### src/rtl/dff_bank_arbiter.sv
// ---------------------------------------------------------------------------
// dff_bank_arbiter
//
// Round-robin arbiter sharing one WIDTH-bit storage register among NREQ
// requesters. A request seen in IDLE is granted for exactly one cycle
// (GRANT); if the granted requester still holds its request at the closing
// edge, its data slice is committed into the shared register.
//
// Parameters:
//   NREQ   number of requesters (2..8)
//   WIDTH  width of the shared register and of each data slice
//   IDXW   owner index width, ceil(log2(NREQ))
//
// Ports:
//   clk       clock, rising edge
//   rst_n     asynchronous active-low reset
//   req       request per requester, bit i = requester i
//   wr_data   requester i data on [i*WIDTH +: WIDTH]
//   clr       synchronous clear of q_valid (loses to a commit)
//   gnt       registered one-hot grant
//   q         shared register contents
//   q_owner   index of the requester that last wrote q
//   q_valid   q written since reset or last clr
//   busy      high while in GRANT
//   wr_count  committed write count, wraps at 16 bits
// ---------------------------------------------------------------------------
module dff_bank_arbiter #(
   parameter int unsigned NREQ  = 4,
   parameter int unsigned WIDTH = 8,
   parameter int unsigned IDXW  = 2
) (
   input  logic                  clk,
   input  logic                  rst_n,
   input  logic [NREQ-1:0]       req,
   input  logic [NREQ*WIDTH-1:0] wr_data,
   input  logic                  clr,
   output logic [NREQ-1:0]       gnt,
   output logic [WIDTH-1:0]      q,
   output logic [IDXW-1:0]       q_owner,
   output logic                  q_valid,
   output logic                  busy,
   output logic [15:0]           wr_count
);

   typedef enum logic {
      IDLE  = 1'b0,
      GRANT = 1'b1
   } state_t;

   localparam logic [NREQ-1:0] GNT_ONE  = NREQ'(1);
   localparam logic [IDXW-1:0] LAST_IDX = IDXW'(NREQ - 1);

   state_t            state;
   logic [IDXW-1:0]   ptr;
   logic [IDXW-1:0]   g_idx;

   logic              sel_found;
   logic [IDXW-1:0]   sel_idx;
   logic [IDXW-1:0]   cand_idx;
   int unsigned       cand;
   logic [WIDTH-1:0]  g_data;
   logic              g_req;

   // Search from ptr upward, wrapping at NREQ; first set request wins.
   always_comb begin
      sel_found = 1'b0;
      sel_idx   = '0;
      cand      = 0;
      cand_idx  = '0;
      for (int unsigned k = 0; k < NREQ; k++) begin
         cand = 32'(ptr) + k;
         if (cand >= NREQ) begin
            cand = cand - NREQ;
         end
         cand_idx = IDXW'(cand);
         if (!sel_found && req[cand_idx]) begin
            sel_found = 1'b1;
            sel_idx   = cand_idx;
         end
      end
   end

   // Data and request of the requester currently holding the grant.
   always_comb begin
      g_data = wr_data[g_idx*WIDTH +: WIDTH];
      g_req  = req[g_idx];
   end

   always_ff @(posedge clk or negedge rst_n) begin
      if (!rst_n) begin
         state    <= IDLE;
         ptr      <= '0;
         g_idx    <= '0;
         gnt      <= '0;
         q        <= '0;
         q_owner  <= '0;
         q_valid  <= 1'b0;
         busy     <= 1'b0;
         wr_count <= '0;
      end else begin
         case (state)
            IDLE: begin
               if (clr) begin
                  q_valid <= 1'b0;
               end
               if (sel_found) begin
                  g_idx <= sel_idx;
                  gnt   <= GNT_ONE << sel_idx;
                  busy  <= 1'b1;
                  state <= GRANT;
               end else begin
                  gnt  <= '0;
                  busy <= 1'b0;
               end
            end
            GRANT: begin
               if (g_req) begin
                  // Commit: takes priority over a coincident clr.
                  q        <= g_data;
                  q_owner  <= g_idx;
                  q_valid  <= 1'b1;
                  wr_count <= wr_count + 16'd1;
                  ptr      <= (g_idx == LAST_IDX) ? '0 : g_idx + IDXW'(1);
               end else if (clr) begin
                  q_valid <= 1'b0;
               end
               gnt   <= '0;
               busy  <= 1'b0;
               state <= IDLE;
            end
            default: begin
               gnt   <= '0;
               busy  <= 1'b0;
               state <= IDLE;
            end
         endcase
      end
   end

endmodule

### config.mk
export PLATFORM = sky130hd
export DESIGN_NAME = dff_bank_arbiter
export DESIGN_NICKNAME = d
export VERILOG_FILES = /design/src/rtl/dff_bank_arbiter.sv
export SDC_FILE = /design/constraint.sdc
export NUM_CORES = 1
export LEC_CHECK = 0
export BUFFER_PORTS_ARGS = -buffer_cell sky130_fd_sc_hd__buf_4
export CAP_MARGIN = 40
export CORE_AREA = 4 4 76 71
export CTS_BUF_LIST = sky130_fd_sc_hd__clkbuf_8 sky130_fd_sc_hd__clkbuf_16
export CTS_CLUSTER_SIZE = 24
export DETAILED_ROUTE_END_ITERATION = 7
export DIE_AREA = 0 0 80 75
export PLACE_DENSITY = 0.75
export SLEW_MARGIN = 20
export SYNTH_ARGS = -nofsm -noshare
export SYNTH_HDL_FRONTEND = slang
export SYNTH_SLANG_ARGS = --single-unit
### constraint.sdc
create_clock -name clk -period 2.81 [get_ports clk]
set_input_delay 0.1405 -clock clk [delete_from_list [all_inputs] [get_ports clk]]
set_output_delay 0.1405 -clock clk [all_outputs]
set_load 0.01 [all_outputs]
==> results of run 1 <==
## synthesized netlist by cell type, types with 2 or more instances
| cell | n | share of area (%) |
|---|---|---|
| mux2_2 | 12 | 7.6 |
| nor2_1 | 10 | 2.1 |
| ha_1 | 2 | 1.4 |
| o21ai_0 | 2 | 0.57 |
| mux2i_1 | 2 | 1.1 |
| xnor2_1 | 14 | 6.9 |
| a21oi_1 | 3 | 0.85 |
| nand4_1 | 8 | 2.8 |
| dfrtp_1 | 36 | 51 |
| nand2_1 | 10 | 2.1 |
| mux4_2 | 8 | 10 |
| buf_2 | 2 | 0.57 |
| inv_1 | 2 | 0.42 |
| buf_6 | 2 | 1.3 |
| nand3_1 | 3 | 0.85 |
| and3_1 | 3 | 1.1 |
## final cells by class
class,count,share of cell area (%)
clock buffers,6,3.36
clock inverters,2,0.407
inverters,2,0.305
multi-input cells,95,33.5
flip-flops and latches,36,36.6
well taps,65,3.30
repair buffers,72,22.6
## worst paths after layout
kind / start / endpoint / slack [ns] / cells past startpoint
max: g_idx[0] / wr_count[1] / 0.73 / 4
min: clr / q_valid / 0.14 / 3
max reg2reg: g_idx[0] / wr_count[1] / 0.73 / 4
min reg2reg: q_valid / q_valid / 0.48 / 1
max in group asynchronous: rst_n / wr_count[3] / 2.15 / 2
min in group asynchronous: rst_n / q[4] / 0.34 / 2
## critical path, stage by stage (launching register included)
cell and delay, ns:
dfrtp_1 0.74, nand2_1 0.19, o2bb2ai_2 0.46, buf_12 0.23, mux2_2 0.33
## metrics by stage
stage / total power, uW / util [%] / hold WS, ns / setup WS, ns / cell area, um2
6_report: 2140 / 52.5 / 0.139 / 0.733 / 2460
5_1_grt: 2290 / 52.5 / 0.159 / 0.498 / 2460
4_1_cts: 2170 / 52.5 / 0.136 / 0.666 / 2460
3_5_place_dp: 1790 / 50.3 / 0.122 / 0.687 / 2360
3_3_place_gp: 1770 / 50.3 / 0.118 / 0.768 / 2360
2_1_floorplan: 1420 / - / -0.155 / 1.29 / 1770
## logic make-up (layout without fill, tap and decap cells)
kind of cell	Yosys count	count (layout)	synth area share, %
mux	23	23	19.8
xor+xnor	15	15	7.43
buf+inv	7	82	2.48
simple gates	43	43	13.0
fa+ha+maj	2	2	1.42
compound gates	12	12	4.88
flops	36	36	51.0
## sequential cells by signal, indices dropped and copies added (netlist names)
name and flops:
g_idx 2, q_valid 1, q_owner 2, q 8, wr_count 16, ptr 2
state 1, gnt 4
## metal layers
| metal | wire [um] | track usage [%] | share of wire [%] |
|---|---|---|---|
| met5 | 0 | 0 | 0 |
| met4 | 41 | 5.63 | 1.1 |
| met3 | 225 | 4.31 | 5.8 |
| met2 | 2000 | 24.4 | 51 |
| met1 | 1630 | 16.1 | 42 |
## where the power goes
| part | switching, uW | total (uW) | leakage [uW] | internal (uW) |
|---|---|---|---|---|
| Sequential | 200 | 888 | 0.000459 | 688 |
| Combinational | 339 | 878 | 0.000635 | 538 |
| Clock | 178 | 374 | 0.0000510 | 195 |
==> flow_summary.ini, run 1 <==
[run_status]
status = finished, final reports clean

[floorplanning]
dieHeight_um = 75
io_pins = 71
start_util_pct = 37.7
die_w_um = 80
die_area_um2 = 6000
row_count = 24
coreArea_um2 = 4680

[power]
p_per_area_nw_per_um2 = 869
ir_drop_mv = 0.291
leakage_uw = 0.00114

[timing]
rsz0062_at_grt = false
hold_viol_final = 0
finalSetupViolations = 0
fmax_ghz = 0.481
fin_skew_ns = 0.00572
tns_ns = 0
finalCritPeriodShare_pct = 73.9
tightest_slew_ns = 0.619
slew_headroom_pct = 58.7
slew_viol_final = 0
final.min_clock_period_ns = 2.08

[synth]
ys_seq_area_share_pct = 51.0
avgSynthCellArea_um2 = 12.8
synthDistinctLibCells = 35
synth_warnings = 0
synth_ff_type = dfrtp_1
syn_nets = 179
synth_cells = 138
ys_async_sr_fraction_pct = 100
yosys_register_bits = 36
synth_edf_count = 0
netlist_area_um2 = 1770

[clocking]
clk_latency_ns = 0.28
path_clk_slew_ns = 0.07
cts_sinks = 36
clock_tree.root_cell = clkbuf_8
cts_hold_buffers = 1
postCtsResizedCells = 0
postCtsSetupRepairBufs = 0
cts_buffers = 5
clockBufferDepth = 2
ctsHtreeMaxLevel = 2
cts_tree = yes

[setup_path]
arrival_ns = 2.25
critPathMaxFanout = 22
startpoint_type = register
end_kind = register
crit_required_ns = 2.98
critical_path_class = register to register

[routing]
drt_iter0_markers = 60
finalWirelength_mm = 3.89
vias_per_cell = 4.90
avgRoutedWirePerCell_um = 14.0
vias = 1361
drtAntennaViolNets = 0
drcViolationCount = 0
dr.pass1.iters = 4

[worst_hold_path]
hold_class = primary input to register

[placed_design]
dp_cells = 269
gp_congestion = 0.789
port_buffers = 70
place_hpwl_mm = 3.01

[run]
max-cap-violations = 0

[global_routing]
grt_max_degree = 37
first_global_vias = 1409
antenna_found_initial = 0
gr-total-overflow = 0
grt_pass1_wl_mm = 6.42
grt_usage_pct = 13.9

[final_layout]
fillers = 423
insertedDiodeCount = 0
multi_input_area_um2 = 823
instances_no_fill = 278
layout_commonest_cell = buf_4
synthToLayoutAreaGrowth_pct = 39.2
most-common-layout-cells = 70 x buf_4, 36 x dfrtp_1, 14 x xnor2_1, 12 x mux2_2
seq_area_um2 = 901
layout-drive-gt1-share_pct = 48.4
nets = 253
Power figures use the tool's default switching activity.
==> run 2: changes to the inputs <==
- PLACE_DENSITY: 0.75 -> 0.77
- clock period: 2.81 -> 1.88 ns (I/O delays scaled with it)
==> flow_summary.ini, run 2 (synthesis results as in run 1) <==
[global_routing]
grt_usage_pct = 14.2
grt_max_degree = 37
first_global_vias = 1426
antenna_found_initial = 0
grt_pass1_wl_mm = 6.45
gr-total-overflow = 0

[timing]
fin_skew_ns = 0.00445
tightest_slew_ns = 0.457
final.min_clock_period_ns = 1.56
tns_ns = 0
finalSetupViolations = 0
slew_viol_final = 0
slew_headroom_pct = 69.5
finalCritPeriodShare_pct = 83.0
rsz0062_at_grt = false
fmax_ghz = 0.641
timing.final.ws_setup_ns = 0.320
hold_viol_final = 0

[worst_hold_path]
hold_end = q_valid
holdPathStages = 3
hold_class = primary input to register
hp-start = clr

[clocking]
clock_tree.root_cell = clkbuf_8
clockBufferDepth = 2
ctsHtreeMaxLevel = 2
postCtsSetupRepairBufs = 0
cts_buffers = 5
cts_sinks = 36
cts_tree = yes
clk_latency_ns = 0.28
path_clk_slew_ns = 0.07

[final_layout]
fillers = 426
regMostFlops = wr_count
synthToLayoutAreaGrowth_pct = 39.3
most-common-layout-cells = 75 x buf_4, 36 x dfrtp_1, 14 x xnor2_1, 12 x mux2_2
layout_commonest_cell = buf_4
insertedDiodeCount = 0
reg_top3 = wr_count: 16 flops, q: 8 flops, gnt: 4 flops
multi_input_area_um2 = 823
layout-drive-gt1-share_pct = 48.6
largest_reg_flops = 16
nets = 257
fin_util_pct = 52.6
seq_area_um2 = 901

[power]
seqPwrFrac_pct = 39.3
pwr-share-comb_pct = 44.8
internal-power_uw = 2110
clockPowerShare_pct = 15.9
leakage_uw = 0.00115
p_switching_uw = 1080
switching_share_pct = 33.7
p_per_area_nw_per_um2 = 1290
ir_drop_mv = 0.744
total_power_uw = 3190

[routing]
routed-wl-met2_mm = 2.08
route.met3.wl_um = 230
drt_iter0_markers = 49
finalWirelength_mm = 4.02
m1WireLength_mm = 1.62
drcViolationCount = 0
avgRoutedWirePerCell_um = 14.3
top_layer = met4
vias = 1394
dr.pass1.iters = 4
drtAntennaViolNets = 0
vias_per_cell = 4.96

[setup_path]
startpoint_type = register
worst_r2r_path_depth = 3
timing.rr.start = g_idx[0]
crit_required_ns = 2.05
arrival_ns = 1.73
end_kind = register
cp_cell_sequence = buf_4, mux4_2, mux2_2
rrSetupSlack_ns = 0.32
worstReg2RegEnd = q[4]
critPathMaxFanout = 8
critical_path_class = register to register
slowest_stage = mux4_2
slowest_delay_ns = 0.51

[placed_design]
gp_congestion = 0.814
place_hpwl_mm = 3.12
post-place-ws_ns = 0.310
port_buffers = 70

[run]
max-cap-violations = 0

[floorplanning]
row_count = 24
start_util_pct = 37.7
die_w_um = 80
coreArea_um2 = 4680
io_pins = 71
dieHeight_um = 75
die_area_um2 = 6000

[run_status]
status = finished, final reports clean
==> run 2: final cells by class <==
cell class / count / share of cell area (%)
Clock buffer: 5 / 2.79
Clock inverter: 2 / 0.356
Inverter: 2 / 0.305
Multi-Input combinational cell: 95 / 33.4
Sequential cell: 36 / 36.6
Tap cell: 65 / 3.30
Timing Repair Buffer: 76 / 23.3
==> run 2: routing by layer <==
layer  vias up  GRT usage (%)
met5         -              0
met2        46           24.4
met4         0           6.19
met1       679           16.8
met3         9           4.19
li1        660              -
==> run 2: power groups by stage <==
| stage | registers (uW) | clock network [uW] | logic, uW |
|---|---|---|---|
| 2_1_floorplan | 1320 | 0 | 803 |
| 3_3_place_gp | 1270 | 0 | 1420 |
| 3_5_place_dp | 1260 | 0 | 1460 |
| 4_1_cts | 1250 | 528 | 1460 |
| 5_1_grt | 1300 | 566 | 1570 |
| 6_report | 1250 | 507 | 1430 |
==> run 2: metrics by stage <==
step / instances / area, um2 / hold WS, ns
floorplan: 138 / 1770 / -0.202
global placement: 273 / 2380 / 0.0774
detailed placement: 273 / 2380 / 0.0838
CTS: 281 / 2460 / 0.0773
global route: 281 / 2460 / 0.0801
finish: 281 / 2460 / 0.0903
==> run 2: worst max path at each step <==
stage	from	to	slack, ns	cells after the start
after global routing	g_idx[0]	q[3]	0.22	3
final	g_idx[0]	q[4]	0.32	3
after global placement	g_idx[0]	q[2]	0.36	3
after detailed placement	g_idx[0]	q[4]	0.31	3
after CTS	g_idx[0]	q[4]	0.30	3
after floorplan	g_idx[0]	q[7]	0.36	3
==> run 2: worst max-delay path: cells and delay by family, from the launching register on <==
kind                   cells  cell delay (ns)
muxes                      2             0.78
DFF                        1             0.42
buffers and inverters      1             0.24
==> run 2: repair_timing <==
| action | in CTS | in global routing |
|---|---|---|
| hold buffers | 1 | 0 |
| endpoints found under the hold margin | 36 | 0 |
| gates resized for setup | 0 | 0 |
==> run 3: changes to the inputs <==
- ABC_AREA: unset -> 1
- CORE_AREA: 4 4 76 71 -> 4 4 83 78
- DIE_AREA: 0 0 80 75 -> 0 0 87 82
- PLACE_DENSITY: 0.77 -> 0.73
- clock period: 1.88 -> 1.5 ns (I/O delays scaled with it)
==> flow_summary.ini, run 3 <==
[setup_path]
startpoint_type = register
crit_required_ns = 1.68
arrival_ns = 1.66
cp_cell_sequence = buf_6, nand2_1, nand2_2, nand2_2, nand2_2, nor2_4, nand3_2, nand2_2, inv_2, nand2_2, nand2_1
critPathBufInv = 2
critical_path.top_delay_family = simple AND/OR/NAND/NOR gates
slowest_stage = dfrtp_2
critical_path_class = register to register
rrSetupSlack_ns = 0.02
cpMostUsedCell = nand2_2
worstReg2RegEnd = g_idx[1]
slowest_delay_ns = 0.49
end_kind = register
timing.rr.start = ptr[0]
worst_r2r_path_depth = 11
critPathMaxFanout = 8

[synth]
ys_async_sr_fraction_pct = 100
yosys_register_bits = 36
synth_cells = 303
netlist_area_um2 = 2180
ys_seq_area_share_pct = 41.3
synth_area_leaders = dfrtp_1 41%, nand2_1 16%, nor2_1 7.6%, o21ai_0 6.0%, nand2_2 3.4%
synth_ff_type = dfrtp_1
synthTopCellsByCount = 95 x nand2_1, 44 x nor2_1, 36 x dfrtp_1, 26 x o21ai_0, 19 x inv_1
avgSynthCellArea_um2 = 7.20
syn_nets = 344
synth_most_common_cell = nand2_1
synth_top_area_share_pct = 41.3
yosys.area.top_type = dfrtp_1
synth_edf_count = 0
synth_warnings = 0
synthDistinctLibCells = 29

[timing]
slew_viol_final = 0
fin_skew_ns = 0.00722
finalSetupViolations = 0
tns_ns = 0
slew_headroom_pct = 69.5
final.min_clock_period_ns = 1.48
hold_viol_final = 0
rsz0062_at_grt = true
finalCritPeriodShare_pct = 98.6
fmax_ghz = 0.676
whs_ns = 0.112
tightest_slew_ns = 0.457

[final_layout]
instances_no_fill = 468
nets = 438
fin_util_pct = 56.9
regMostFlops = wr_count
seq_area_um2 = 905
largest_reg_flops = 16
insertedDiodeCount = 0
multi_input_area_um2 = 1190
layout_commonest_cell = buf_4
postLayoutCellArea_um2 = 3170
most-common-layout-cells = 86 x buf_4, 84 x nand2_1, 41 x nor2_1, 33 x dfrtp_1, 25 x o21ai_0
layout-drive-gt1-share_pct = 36.7
reg_top3 = wr_count: 16 flops, q: 8 flops, gnt: 4 flops
fillers = 544
synthToLayoutAreaGrowth_pct = 45.2

[floorplanning]
io_pins = 71
row_count = 26
die_area_um2 = 7130
die_w_um = 87
coreArea_um2 = 5560
dieHeight_um = 82
start_util_pct = 39.2

[global_routing]
gr-total-overflow = 0
grt_usage_pct = 16.8
grt_max_degree = 37
first_global_vias = 2157
antenna_found_initial = 0
grt_pass1_wl_mm = 9.56

[clocking]
clk_latency_ns = 0.29
ctsHtreeMaxLevel = 2
clockBufferDepth = 2
clock_tree.root_cell = clkbuf_8
cts_tree = yes
path_clk_slew_ns = 0.08
cts_sinks = 36
cts_buffers = 5

[power]
leakage_uw = 0.00158
ir_drop_mv = 0.819
p_per_area_nw_per_um2 = 2020

[routing]
dr.pass1.iters = 4
drt_iter0_markers = 77
finalWirelength_mm = 6.04
drcViolationCount = 0
vias_per_cell = 4.91
avgRoutedWirePerCell_um = 12.9
vias = 2300
drtAntennaViolNets = 0

[placed_design]
place_hpwl_mm = 4.43
dp_cells = 445
gp_congestion = 0.871
placed_area_um2 = 2830
port_buffers = 70

[run_status]
status = finished, final reports clean

[run]
max-cap-violations = 0

[worst_hold_path]
hold_end = q[1]
holdPathStages = 3
hp-start = wr_data[25]
hold_class = primary input to register
-- run 3: through the flow --
stage / power [uW] / worst slack [ns]
5_1_grt: 6980 / -0.0973
3_3_place_gp: 4930 / 0.0231
4_1_cts: 5900 / -0.0108
6_report: 6400 / 0.0205
3_5_place_dp: 5000 / -0.0714
2_1_floorplan: 3770 / 0.152
-- run 3: logic make-up (layout without fill, tap and decap cells) --
group                    count (synthesis)  after routing  synth area share (%)
buffers and inverters                   32            127                  6.48
adder cells (fa/ha/maj)                  2              2                  1.15
AO/OA/AOI/OAI                           40             40                  9.93
AND/OR/NAND/NOR                        179            179                  35.5
XOR/XNOR                                14             14                  5.62
flip-flops                              36             36                  41.3
-- run 3: layout make-up --
class,instances,share of cell area (%)
multi-input combinational,235,37.7
sequential,36,28.6
timing repair buffer,95,23.9
inverter,23,3.36
tap,70,2.77
clock buffer,5,2.17
clock inverter,3,1.34
timing repair inverter,1,0.198
-- run 3: worst max path at each step --
| stage | startpoint | endpoint | cells after the start |
|---|---|---|---|
| floorplan | g_idx[0] | q_owner[0] | 7 |
| global placement | ptr[0] | g_idx[0] | 10 |
| detailed placement | ptr[0] | g_idx[1] | 10 |
| CTS | ptr[0] | g_idx[1] | 11 |
| global route | ptr[0] | gnt[3] | 10 |
| finish | ptr[0] | g_idx[1] | 11 |
-- run 3: repair_timing --
item	4_1_cts	5_1_grt
hold buffers	2	0
gates resized for setup	4	32
pin swaps	0	7
buffers inserted	0	12
hold endpoints to repair	37	0
endpoints found under the setup margin	11	22
cloned	0	1
-- run 3: per-layer routing --
layer | share of wire [%] | up-vias | GRT usage (%)
li1 | - | 1159 | -
met1 | 43 | 1061 | 21.0
met2 | 49 | 71 | 28.9
met3 | 6.6 | 9 | 4.61
met4 | 1.1 | 0 | 3.89
met5 | 0 | - | 0
-- run 3: tightest hold or removal path: cells and delay by family --
family | cells | cell delay [ns]
buffers and inverters | 1 | 0.07
AOI/OAI and AO/OA | 2 | 0.20
-- run 3: power by group --
part	leakage, uW	internal, uW	switching (uW)	total [uW]
registers	0.000456	1360	364	1720
logic	0.00107	1700	2140	3840
clock network	0.0000541	492	357	849
total	0.00158	3550	2860	6400
